===== config.mk =====
export PLATFORM = sky130hd
export DESIGN_NAME = pcpi_result_nibble_tx_flat
export DESIGN_NICKNAME = d
export VERILOG_FILES = /design/src/rtl/pcpi_result_nibble_tx_if.sv /design/src/rtl/pcpi_result_nibble_tx.sv /design/src/flat_wrapper.sv
export SDC_FILE = /design/constraint.sdc
export NUM_CORES = 1
export LEC_CHECK = 0
export CAP_MARGIN = 20
export CELL_PAD_IN_SITES_DETAIL_PLACEMENT = 0
export CELL_PAD_IN_SITES_GLOBAL_PLACEMENT = 1
export CORE_AREA = 2 2 109 58
export CTS_CLUSTER_DIAMETER = 40
export DETAILED_ROUTE_END_ITERATION = 8
export DIE_AREA = 0 0 111 60
export PLACE_DENSITY_LB_ADDON = 0.1
export SLEW_MARGIN = 20
export SYNTH_ARGS = -nofsm -noshare
export SYNTH_HDL_FRONTEND = slang
export SYNTH_SLANG_ARGS = --single-unit
export TNS_END_PERCENT = 1

===== constraint.sdc =====
create_clock -name clk -period 1.6 [get_ports clk]
set_clock_uncertainty 0.05 [all_clocks]
set_input_delay 0.32 -clock clk [delete_from_list [all_inputs] [get_ports clk]]
set_output_delay 0.32 -clock clk [all_outputs]
set_load 0.01 [all_outputs]

===== src/rtl/pcpi_result_nibble_tx_if.sv =====
// Signal bundle between the PCPI result source, the nibble transmitter and the off-chip host pins.
interface pcpi_result_nibble_tx_if #(
   parameter int DATA_W = 32,
   parameter int NIB_W  = 4
);
   logic              pcpi_ready;
   logic              pcpi_wr;
   logic [DATA_W-1:0] pcpi_rd;
   logic              host_ack;
   logic              tx_valid;
   logic [NIB_W-1:0]  tx_nibble;
   logic              tx_last;
   logic              busy;
   logic              overrun;

   modport master (
      output pcpi_ready, pcpi_wr, pcpi_rd, host_ack,
      input  tx_valid, tx_nibble, tx_last, busy, overrun
   );

   modport slave (
      input  pcpi_ready, pcpi_wr, pcpi_rd, host_ack,
      output tx_valid, tx_nibble, tx_last, busy, overrun
   );
endinterface


===== src/rtl/pcpi_result_nibble_tx.sv =====
// Captures a PCPI write-back result and ships it LSB-nibble first over a four-phase valid/ack link.
module pcpi_result_nibble_tx #(
   parameter int DATA_W      = 32,
   parameter int NIB_W       = 4,
   parameter int SYNC_STAGES = 2
) (
   input  logic                 clk,
   input  logic                 rst_n,
   pcpi_result_nibble_tx_if.slave bus,
   output logic [1:0]           dbg_state
);
   localparam int NUM_NIB = DATA_W / NIB_W;
   localparam int IDX_W   = (NUM_NIB > 1) ? $clog2(NUM_NIB) : 1;

   // Handshake: tx_valid rises with a stable nibble; the host raises host_ack once it has
   // taken it; tx_valid then falls; the host drops host_ack; only then may the next nibble appear.
   typedef enum logic [1:0] {
      IDLE    = 2'd0,
      ARM     = 2'd1,
      PRESENT = 2'd2,
      RELEASE = 2'd3
   } state_t;

   state_t                 state, state_nxt;
   logic [SYNC_STAGES-1:0] sync_q;
   logic [DATA_W-1:0]      data_q;
   logic [IDX_W-1:0]       idx;
   logic                   overrun_q;
   logic                   ack_s;
   logic                   capture;
   logic                   last_idx;

   assign ack_s    = sync_q[SYNC_STAGES-1];
   assign capture  = bus.pcpi_ready && bus.pcpi_wr;
   assign last_idx = (idx == IDX_W'(NUM_NIB - 1));

   always_ff @(posedge clk) begin
      if (!rst_n) state <= IDLE;
      else        state <= state_nxt;
   end

   always_comb begin
      state_nxt = state;
      case (state)
         IDLE:    if (capture) state_nxt = ARM;
         ARM:     if (!ack_s)  state_nxt = PRESENT;
         PRESENT: if (ack_s)   state_nxt = RELEASE;
         RELEASE: if (!ack_s)  state_nxt = last_idx ? IDLE : PRESENT;
         default: state_nxt = IDLE;
      endcase
   end

   always_comb begin
      bus.tx_valid  = (state == PRESENT);
      bus.tx_last   = (state == PRESENT) && last_idx;
      bus.busy      = (state != IDLE);
      bus.overrun   = overrun_q;
      bus.tx_nibble = data_q[int'(idx)*NIB_W +: NIB_W];
      dbg_state     = state;
   end

   // A capture seen outside IDLE, including the cycle RELEASE hands back to IDLE, is dropped.
   always_ff @(posedge clk) begin
      if (!rst_n) begin
         sync_q    <= '0;
         data_q    <= '0;
         idx       <= '0;
         overrun_q <= 1'b0;
      end else begin
         sync_q <= {sync_q[SYNC_STAGES-2:0], bus.host_ack};
         if (state == IDLE && capture) begin
            data_q <= bus.pcpi_rd;
            idx    <= '0;
         end
         if (state == RELEASE && !ack_s && !last_idx) idx <= idx + 1'b1;
         if (state != IDLE && capture) overrun_q <= 1'b1;
      end
   end
endmodule


===== src/flat_wrapper.sv =====
// flat-port wrapper written by rule: the top's interface ports become plain ports
module pcpi_result_nibble_tx_flat 
#(
   parameter int DATA_W      = 32,
   parameter int NIB_W       = 4,
   parameter int SYNC_STAGES = 2
)
  (clk, rst_n, dbg_state, bus_pcpi_ready, bus_pcpi_wr, bus_pcpi_rd, bus_host_ack, bus_tx_valid, bus_tx_nibble, bus_tx_last, bus_busy, bus_overrun);
  pcpi_result_nibble_tx_if #(.DATA_W(DATA_W), .NIB_W(NIB_W)) bus_i ();
  input  logic clk;
  input  logic rst_n;
  output logic [1:0] dbg_state;
  input wire logic [$bits(bus_i.pcpi_ready)-1:0] bus_pcpi_ready;
  input wire logic [$bits(bus_i.pcpi_wr)-1:0] bus_pcpi_wr;
  input wire logic [$bits(bus_i.pcpi_rd)-1:0] bus_pcpi_rd;
  input wire logic [$bits(bus_i.host_ack)-1:0] bus_host_ack;
  output wire logic [$bits(bus_i.tx_valid)-1:0] bus_tx_valid;
  output wire logic [$bits(bus_i.tx_nibble)-1:0] bus_tx_nibble;
  output wire logic [$bits(bus_i.tx_last)-1:0] bus_tx_last;
  output wire logic [$bits(bus_i.busy)-1:0] bus_busy;
  output wire logic [$bits(bus_i.overrun)-1:0] bus_overrun;
  assign bus_i.pcpi_ready = bus_pcpi_ready;
  assign bus_i.pcpi_wr = bus_pcpi_wr;
  assign bus_i.pcpi_rd = bus_pcpi_rd;
  assign bus_i.host_ack = bus_host_ack;
  assign bus_tx_valid = bus_i.tx_valid;
  assign bus_tx_nibble = bus_i.tx_nibble;
  assign bus_tx_last = bus_i.tx_last;
  assign bus_busy = bus_i.busy;
  assign bus_overrun = bus_i.overrun;
  pcpi_result_nibble_tx #(.DATA_W(DATA_W), .NIB_W(NIB_W), .SYNC_STAGES(SYNC_STAGES)) u_core (.clk(clk), .rst_n(rst_n), .bus(bus_i), .dbg_state(dbg_state));
endmodule

# ---- Word level (Yosys, flattened, before mapping)
# Index checks and enable logic that the tools add are counted.
# Widths: inputs -> output; s select.
dict set report word_totals {
  n_memories 0
  mem_bits_ro 0
  mem_bits_rw 0
  latch_bits 0
  out_inout_bits 10
  wordCells 35
  in_bits 37
  regBits 40
}
dict set report op_classes {
  eq_ne 8
  bitwise_logic 0
  n_div 0
  reduce_logical 12
  order_cmp 0
  mul 0
  addsub 1
  shifts 1
  n_mux 8
}
# operator n
set ops {}
lappend ops {{$shiftx 32x6->4} 1}
lappend ops {{$mux 2} 5}
lappend ops {{$pmux 2 s4} 1}
lappend ops {{$logic_and 1x1->1} 6}
lappend ops {{$mux 3} 2}
lappend ops {{$eq 2x2->1 const B} 2}
lappend ops {{$ne 2x1->1 const B} 2}
lappend ops {{$ne 2x2->1 const B} 2}
lappend ops {{$reduce_and 4->1} 1}
lappend ops {{$reduce_bool 2->1} 2}
lappend ops {{$add 3x1->3 const B} 1}
lappend ops {{$eq 3x3->1 const B} 1}
lappend ops {{$eq 2x1->1 const B} 1}
lappend ops {{$logic_not 1->1} 2}
lappend ops {{$logic_not 2->1} 1}

# ---- Longest topological paths before layout
dict set report depth {
  depth_word 4
  depth_mapped 5
  mapped_depth_nobuf 5
}

# ---- Least setup slack after synthesis
# OpenSTA, ideal clock, no wires.
dict set report synth_path {
  path_type {reg2out}
  startpoint {register u_core.idx[0]}
  endpoint {output bus_tx_nibble[0]}
  t_arrival_ns 1.291
  slack_ns -0.061
  path_stages_with_launch 4
  n_path_buf 1
  required_time_ns 1.230
  cell_sequence {dfxtp_1 -> buf_6 -> mux4_1 -> mux2_2}
}
dict set report synth_via {
  elab_chain_len 1
}
# item line
set synth_lines {}
lappend synth_lines {{start, declared} pcpi_result_nibble_tx.sv:27} ;# logic [IDX_W-1:0] idx;
lappend synth_lines {{start signal, assigned} pcpi_result_nibble_tx.sv:75} ;# if (state == RELEASE && !ack_s && !last_idx) idx <= idx + 1'b1;
lappend synth_lines {{$shiftx 32x6->4} pcpi_result_nibble_tx.sv:58} ;# bus.tx_nibble = data_q[int'(idx)*NIB_W +: NIB_W];
lappend synth_lines {{end, declared} flat_wrapper.sv:18} ;# output wire logic [$bits(bus_i.tx_nibble)-1:0] bus_tx_nibble;
# Every way passes these cells.

# ---- Worst setup path in the final report
dict set report layout_path {
  startpoint {register u_core.idx[0]}
  endpoint {output bus_tx_nibble[1]}
}
# The elaborated chain is that of the path after synthesis.

==> out/results.ini <==
[floorplanning]
start_util_pct = 31.06
num_rows = 20
die_area_um2 = 6660
fp.dieW_um = 111
die-height_um = 60
design.core.area_um2 = 5781
top_level_ports = 47

[synthesis]
synth_area_leader_cell = sky130_fd_sc_hd__dfxtp_1
synth_fa_ha_area_share_pct = 1.394
yosysMostFrequentCell = sky130_fd_sc_hd__nand2_1
synth_seq_area_share_pct = 44.60
synth-warning-count = 0
yosys_register_bits = 40
syn_inst = 189
synth_cell_types = 22
synth_xor_xnor_area_share_pct = 0
asyncSetResetFlopFracSynth_pct = 0
synthMuxAreaShare_pct = 14.22
synth_top_area_share_pct = 44.60
synth.top_cells.by_area = sky130_fd_sc_hd__dfxtp_1 45%, sky130_fd_sc_hd__nand2_1 15%, sky130_fd_sc_hd__mux4_1 12%
postSynth.topFlopCell = sky130_fd_sc_hd__dfxtp_1
synthTopCellsByCount = 70 x sky130_fd_sc_hd__nand2_1, 40 x sky130_fd_sc_hd__dfxtp_1, 24 x sky130_fd_sc_hd__a21boi_0
synth_simple_gate_area_share_pct = 19.86
cell_area_synth_um2 = 1795
synth_compound_gate_area_share_pct = 15.61
synth_fp_nets = 228
synth_top_family_by_area = simple AND/OR/NAND/NOR gates
syn_avg_cell_area_um2 = 9.500
number_of_enable_flip_flop_cells_after_synthesis = 0

[timing]
achievable-frequency_mhz = 493.3
worst_slew_margin_rel_pct = 80.80
grt_setup_unrepaired = true
min_setup_slack_post_route_ns = -0.4273
hold_viol_final = 0
period_share_pct = 126.7
final_max_slew_viol_count = 0
final_period_minus_worst_setup_slack_ns = 2.027
timing.final.setup_violations = 5
worst_pin_slew_ns = 0.2875

[clock_network]
cts.path.max_buffers = 2
number_of_buffers_created_by_cts = 5
clk_root_buffer_cell = sky130_fd_sc_hd__clkbuf_16
clock_sinks = 40
insertion_delay_ns = 0.28
cts_htree_levels = 2
clock_tree_from_tritoncts = built
hold_buffer_count_at_cts = 0
cts.clk_slew.worst_paths_ns = 0.06

[grt]
number_of_global_route_vias_before_repair = 1462
initial_antenna_violation_count = 0
global_route_wire_length_before_repair_um = 6844
gr-usage-all-layers_pct = 13.20
pin_count_of_the_biggest_net_entering_global_routing = 44
overflow_left_after_global_routing = 0

[critical_path]
worstSetupEndpointType = output port
critical_path_data_arrival_time_ns = 1.66
path_buf_inv = 2
critical_path_required_ns = 1.23
cp_slowest_stage_delay_ns = 0.49
worstPathMaxFanout = 4
timing.critical_path.cells = buf_6, mux4_2, mux2_4, buf_6
r2r_slack_ns = 0.02
criticalPathCategory = reg -> out
worstSetupStartpointType = flop
critical-path-top-delay-family = multiplexers
crit_slowest_cell = sky130_fd_sc_hd__mux4_2
cpMostUsedCell = sky130_fd_sc_hd__buf_6

[route]
route.antenna.remaining_nets = 0
drt_pre_antenna_iters = 4
num_vias = 1495
drt-initial-drc-count = 47
viasPerCell = 4.586
routed_wire_length_per_instance_um = 12.50
post-route-drc-count = 0
routed_wirelength_um = 4075

[pwr]
intPower_w = 0.001964
total_switching_power_w = 0.0005079
p_seq_share_pct = 43.2
share_clk_of_total_power_pct = 44.6
power_per_cell_area_nw_per_um2 = 931.9
netSwitchingFraction_pct = 20.55
irDropWorstVdd_mv = 0.5394
standby_leakage_power_nw = 0.9985
power_frac_comb_pct = 12.2

[placed_design]
io_buffer_count = 46
placedCellCount = 317
dp_hpwl_um = 3014
dp_slack_ns = -0.5211
gp_congestion = 0.7475

[cells_and_area]
multi_input_area_um2 = 944.7
layout.filler_cells = 572
antenna-diode-count = 0
area_growth_pct = 47.73
stdcell_count = 326
layout.area.seq_um2 = 804.5
post_route_cells_drive_above_1_share_pct = 21.29
fin_nets = 287

[min_path]
min-delay-path-class = reg -> reg

[outcome]
outcome = finished, violations left
failing_checks = setup timing

[job]
cap_viol_max_count = 0

path summary, 6_finish.rpt:
check,startpoint,to,depth (start not counted)
max reg2reg,u_core.idx[0],u_core.idx[1],8
min,u_core.sync_q[0],u_core.sync_q[1],1
max,u_core.idx[0],bus_tx_nibble[1],4
min reg2reg,u_core.sync_q[0],u_core.sync_q[1],1
cells in the final DEF, fill, tap and decap left out, types with 2 or more instances in the layout:
cell                               n
sky130_fd_sc_hd__buf_12            2
sky130_fd_sc_hd__dfxtp_2           3
sky130_fd_sc_hd__dfxtp_1          37
sky130_fd_sc_hd__and2_1            3
sky130_fd_sc_hd__clkdlybuf4s50_1  38
sky130_fd_sc_hd__buf_4            16
sky130_fd_sc_hd__nor2b_1           3
sky130_fd_sc_hd__nand2_1          70
sky130_fd_sc_hd__mux2_4            4
sky130_fd_sc_hd__clkbuf_16         5
sky130_fd_sc_hd__nand4bb_1         2
sky130_fd_sc_hd__a21boi_1          8
sky130_fd_sc_hd__ha_4              2
sky130_fd_sc_hd__o22ai_1           3
sky130_fd_sc_hd__buf_6             7
sky130_fd_sc_hd__mux4_2            8
sky130_fd_sc_hd__a21boi_0         24
layer usage:
| layer | wire length [µm] | global-route usage [%] | up-vias |
|---|---|---|---|
| met5 | 0 | 0 | - |
| met4 | 31 | 4.107 | 0 |
| met3 | 183 | 4.361 | 5 |
| met2 | 1905 | 22.00 | 27 |
| met1 | 1955 | 16.65 | 703 |
| li1 | - | - | 760 |
area by class of cell:
cell class / instances / area share (%)
Tap cell: 77 / 3.632
Timing Repair Buffer: 66 / 24.25
Clock inverter: 2 / 1.321
Sequential cell: 40 / 30.33
Multi-Input combinational cell: 135 / 35.61
Clock buffer: 6 / 4.859
power by group through the flow:
| stage | combinational [W] | sequential (W) | clock, W |
|---|---|---|---|
| detailed placement | 0.000305 | 0.00109 | 0 |
| CTS | 0.000307 | 0.00107 | 0.00113 |
| global route | 0.000334 | 0.00107 | 0.00118 |
| global placement | 0.000299 | 0.00109 | 0 |
| floorplan | 0.000138 | 0.00108 | 0 |
| finish | 0.000302 | 0.00107 | 0.00110 |
worst reg2reg max path: stages (launching register included):
cell,delay [ns]
sky130_fd_sc_hd__dfxtp_2,0.33
sky130_fd_sc_hd__buf_12,0.13
sky130_fd_sc_hd__buf_6,0.12
sky130_fd_sc_hd__ha_4,0.15
sky130_fd_sc_hd__ha_4,0.15
sky130_fd_sc_hd__buf_4,0.12
sky130_fd_sc_hd__nand4bb_1,0.18
sky130_fd_sc_hd__buf_4,0.16
sky130_fd_sc_hd__o22ai_1,0.11
repair_timing:
item | 4_1_cts | 5_1_grt
resized for setup | 33 | 5
buffers inserted | 1 | 0
pin swaps | 2 | 1
setup endpoints to repair | 9 | 13
kinds of logic (layout without fill, tap and decap cells):
kind of cell / Yosys count / in the layout
AND/OR/NAND/NOR: 83 / 83
flip-flops: 40 / 40
AO/OA/AOI/OAI: 38 / 38
buffers and inverters: 14 / 74
multiplexers: 12 / 12
adder cells (fa/ha/maj): 2 / 2
metrics by stage:
step / util [%] / cell area (µm²) / setup TNS (ns) / hold WS [ns] / total power (W)
2_1_floorplan: - / 1785 / -0.03357 / 0.3619 / 0.001221
3_3_place_gp: 42.27 / 2444 / -5.864 / 0.3675 / 0.001388
3_5_place_dp: 42.27 / 2444 / -7.457 / 0.3710 / 0.001394
4_1_cts: 45.78 / 2646 / -2.215 / 0.3847 / 0.002508
5_1_grt: 45.89 / 2653 / -2.282 / 0.3982 / 0.002584
6_report: 45.89 / 2653 / -1.869 / 0.3825 / 0.002472
registers in the layout, indices dropped and copies added, names as in the netlist:
| register | cells |
|---|---|
| u_core.bus.overrun | 1 |
| u_core.data_q | 32 |
| u_core.dbg_state | 2 |
| u_core.idx | 3 |
| u_core.sync_q | 2 |
Note: power is estimated with default switching activity, not from simulation.
==> RTL edit: new RTL, same settings <==
`SYNC_STAGES` is set to 2 in 2 places; all go to 4.
--- a/src/rtl/pcpi_result_nibble_tx.sv
+++ b/src/rtl/pcpi_result_nibble_tx.sv
@@ -2,7 +2,7 @@
 module pcpi_result_nibble_tx #(
    parameter int DATA_W      = 32,
    parameter int NIB_W       = 4,
-   parameter int SYNC_STAGES = 2
+   parameter int SYNC_STAGES = 4
 ) (
    input  logic                 clk,
    input  logic                 rst_n,
--- a/src/flat_wrapper.sv
+++ b/src/flat_wrapper.sv
@@ -3,7 +3,7 @@
 #(
    parameter int DATA_W      = 32,
    parameter int NIB_W       = 4,
-   parameter int SYNC_STAGES = 2
+   parameter int SYNC_STAGES = 4
 )
   (clk, rst_n, dbg_state, bus_pcpi_ready, bus_pcpi_wr, bus_pcpi_rd, bus_host_ack, bus_tx_valid, bus_tx_nibble, bus_tx_last, bus_busy, bus_overrun);
   pcpi_result_nibble_tx_if #(.DATA_W(DATA_W), .NIB_W(NIB_W)) bus_i ();
Check against the original RTL: not equivalent (a bounded check fails within 4 cycles, from zero or initial values and one cycle with rst_n low).
==> RTL edit against the original RTL <==
- sequential share of layout area rose by 1.5 points
- power fell by 2.7%
- global-route usage rose by 1.6 points
- routed wire length rose by 13%
- critical endpoint is now bus_tx_nibble[2]
- combinational power fell by 4%
- area after synthesis rose by 3.1%
- the flow still finishes with violations (setup timing)
- cell area rose by 0.19%
- worst setup slack improved by 0.012 ns
- non-clock buffer count fell by 4
- sequential cell count rose by 2
==> RTL edit: results (changes against the original RTL) <==
Status - complete, but fails checks (unchanged)
Violations in the final reports - setup timing (unchanged)
Synth cell count leaders - 70 x sky130_fd_sc_hd__nand2_1, 42 x sky130_fd_sc_hd__dfxtp_1, 22 x sky130_fd_sc_hd__a21boi_0, 10 x sky130_fd_sc_hd__a21boi_1, 8 x sky130_fd_sc_hd__mux4_1 (was 70 x sky130_fd_sc_hd__nand2_1, 40 x sky130_fd_sc_hd__dfxtp_1, 24 x sky130_fd_sc_hd__a21boi_0, 8 x sky130_fd_sc_hd__a21boi_1, 8 x sky130_fd_sc_hd__mux4_1)
Portion of netlist area occupied by mux cells - 0.138 (was 0.142)
Largest net degree at the start of global routing - 46 (was 44)
DRC viols - 0 (unchanged)
Wire length reported by the detailed router - 4.59 mm (was 4.08 mm)
Proportion of synthesized chip area in sequential cells - 0.454 (was 0.446)
Switching power share of the total - 0.216 (was 0.205)
Post-synthesis xor/xnor area fraction - 0 (unchanged)
Mean cell area of the mapped netlist - 9.55 um2 (was 9.50 um2)
Most used DFF post-synth - sky130_fd_sc_hd__dfxtp_1 (unchanged)
Crit path DAT - 1.65 ns
Main area contributors after synthesis - sky130_fd_sc_hd__dfxtp_1 45%, sky130_fd_sc_hd__nand2_1 14%, sky130_fd_sc_hd__mux4_1 11% (was sky130_fd_sc_hd__dfxtp_1 45%, sky130_fd_sc_hd__nand2_1 15%, sky130_fd_sc_hd__mux4_1 12%)
Part of the total power dissipated in the clock network - 0.412 (was 0.446)
Met3 layer wire length in the routed design - 188 um (was 183 um)
Setup TNS after final layout - -1.73 ns (was -1.87 ns)
Final HPWL from detailed placement - 3.42 mm (was 3.01 mm)
Post-Syn Nets - 233 (was 228)
Global-route wire length before repair - 7.46 mm (was 6.84 mm)
Worst IR drop on VDD - 0.434 mV (was 0.539 mV)
Met2 wire length - 1.73 mm (was 1.91 mm)
Compound-gate portion of the synthesized area - 0.151 (was 0.156)
Smallest setup slack after layout - -0.415 ns (was -0.427 ns)
Combinational group power - 0.289 mW (was 0.302 mW)
Combined global-route utilization of all metal layers - 0.148 (was 0.132)
Cell internal pwr - 1.89 mW (was 1.96 mW)
Gpl congestion - 0.845 (was 0.748)
Cells after DPL - 318 (was 317)
Met1 routed wirelength after detailed routing - 2.63 mm (was 1.96 mm)
Number of setup violations in the final report - 5 (unchanged)
Largest registers - u_core.data_q x32, u_core.sync_q x4, u_core.idx x3 (was u_core.data_q x32, u_core.idx x3)
Number of inserted filler cells in the final layout - 546 (was 572)
Post-CTS setup-driven buffer insertion count - 0 (was 1)
Relative slew slack - 0.826 (was 0.808)
Adder and majority cell fraction of the synthesized area - 0.0135 (was 0.0139)
==> RTL edit: cell types whose count changed after synthesis, sizes merged <==
cell,unedited run,this run
clkbuf,5,6
and2,3,5
dfxtp,40,42
==> RTL edit: stage by stage <==
step / hold slack, ns / setup WS (ns) / instance area, um2
after floorplan: 0.362 / -0.00895 / 1840
after global placement: 0.366 / -0.479 / 2470
after detailed placement: 0.368 / -0.487 / 2470
after CTS: 0.385 / -0.433 / 2620
after global routing: 0.407 / -0.478 / 2660
final: 0.381 / -0.415 / 2660
==> RTL edit: layout make-up <==
type	count	area, um2	area share
Multi-Input combinational cell	137	955	0.359
Sequential cell	42	846	0.318
Timing Repair Buffer	62	613	0.231
Clock inverter	1	5.00	0.00188
Tap cell	77	96.3	0.0363
Clock buffer	7	143	0.0537
==> RTL edit: cell families (layout without fill, tap and decap cells) <==
logic type	count (synthesis)	in the layout
fa+ha+maj	2	2
mux	12	12
compound gates	38	38
flops	42	42
simple gates	85	85
buf+inv	15	70
==> RTL edit: worst paths after layout <==
path                         start          endpoint  slack, ns  cells after the start
hold reg to reg   u_core.sync_q[2]  u_core.sync_q[3]       0.38                      1
hold / removal    u_core.sync_q[2]  u_core.sync_q[3]       0.38                      1
setup reg to reg     u_core.idx[1]     u_core.idx[0]       0.10                      7
setup / recovery     u_core.idx[1]  bus_tx_nibble[2]      -0.42                      4
==> RTL edit: layer usage <==
metal / up-vias / GRT usage
met2: 34 / 0.202
met3: 4 / 0.0426
li1: 759 / -
met4: 0 / 0.0482
met5: - / 0
met1: 671 / 0.223
==> RTL edit: repair_timing <==
item / 4_1_cts / 5_1_grt
gates resized for setup: 32 / 6
setup endpoints to repair: 9 / 6
pin swaps: 0 / 0
hold buffers: 0 / 0
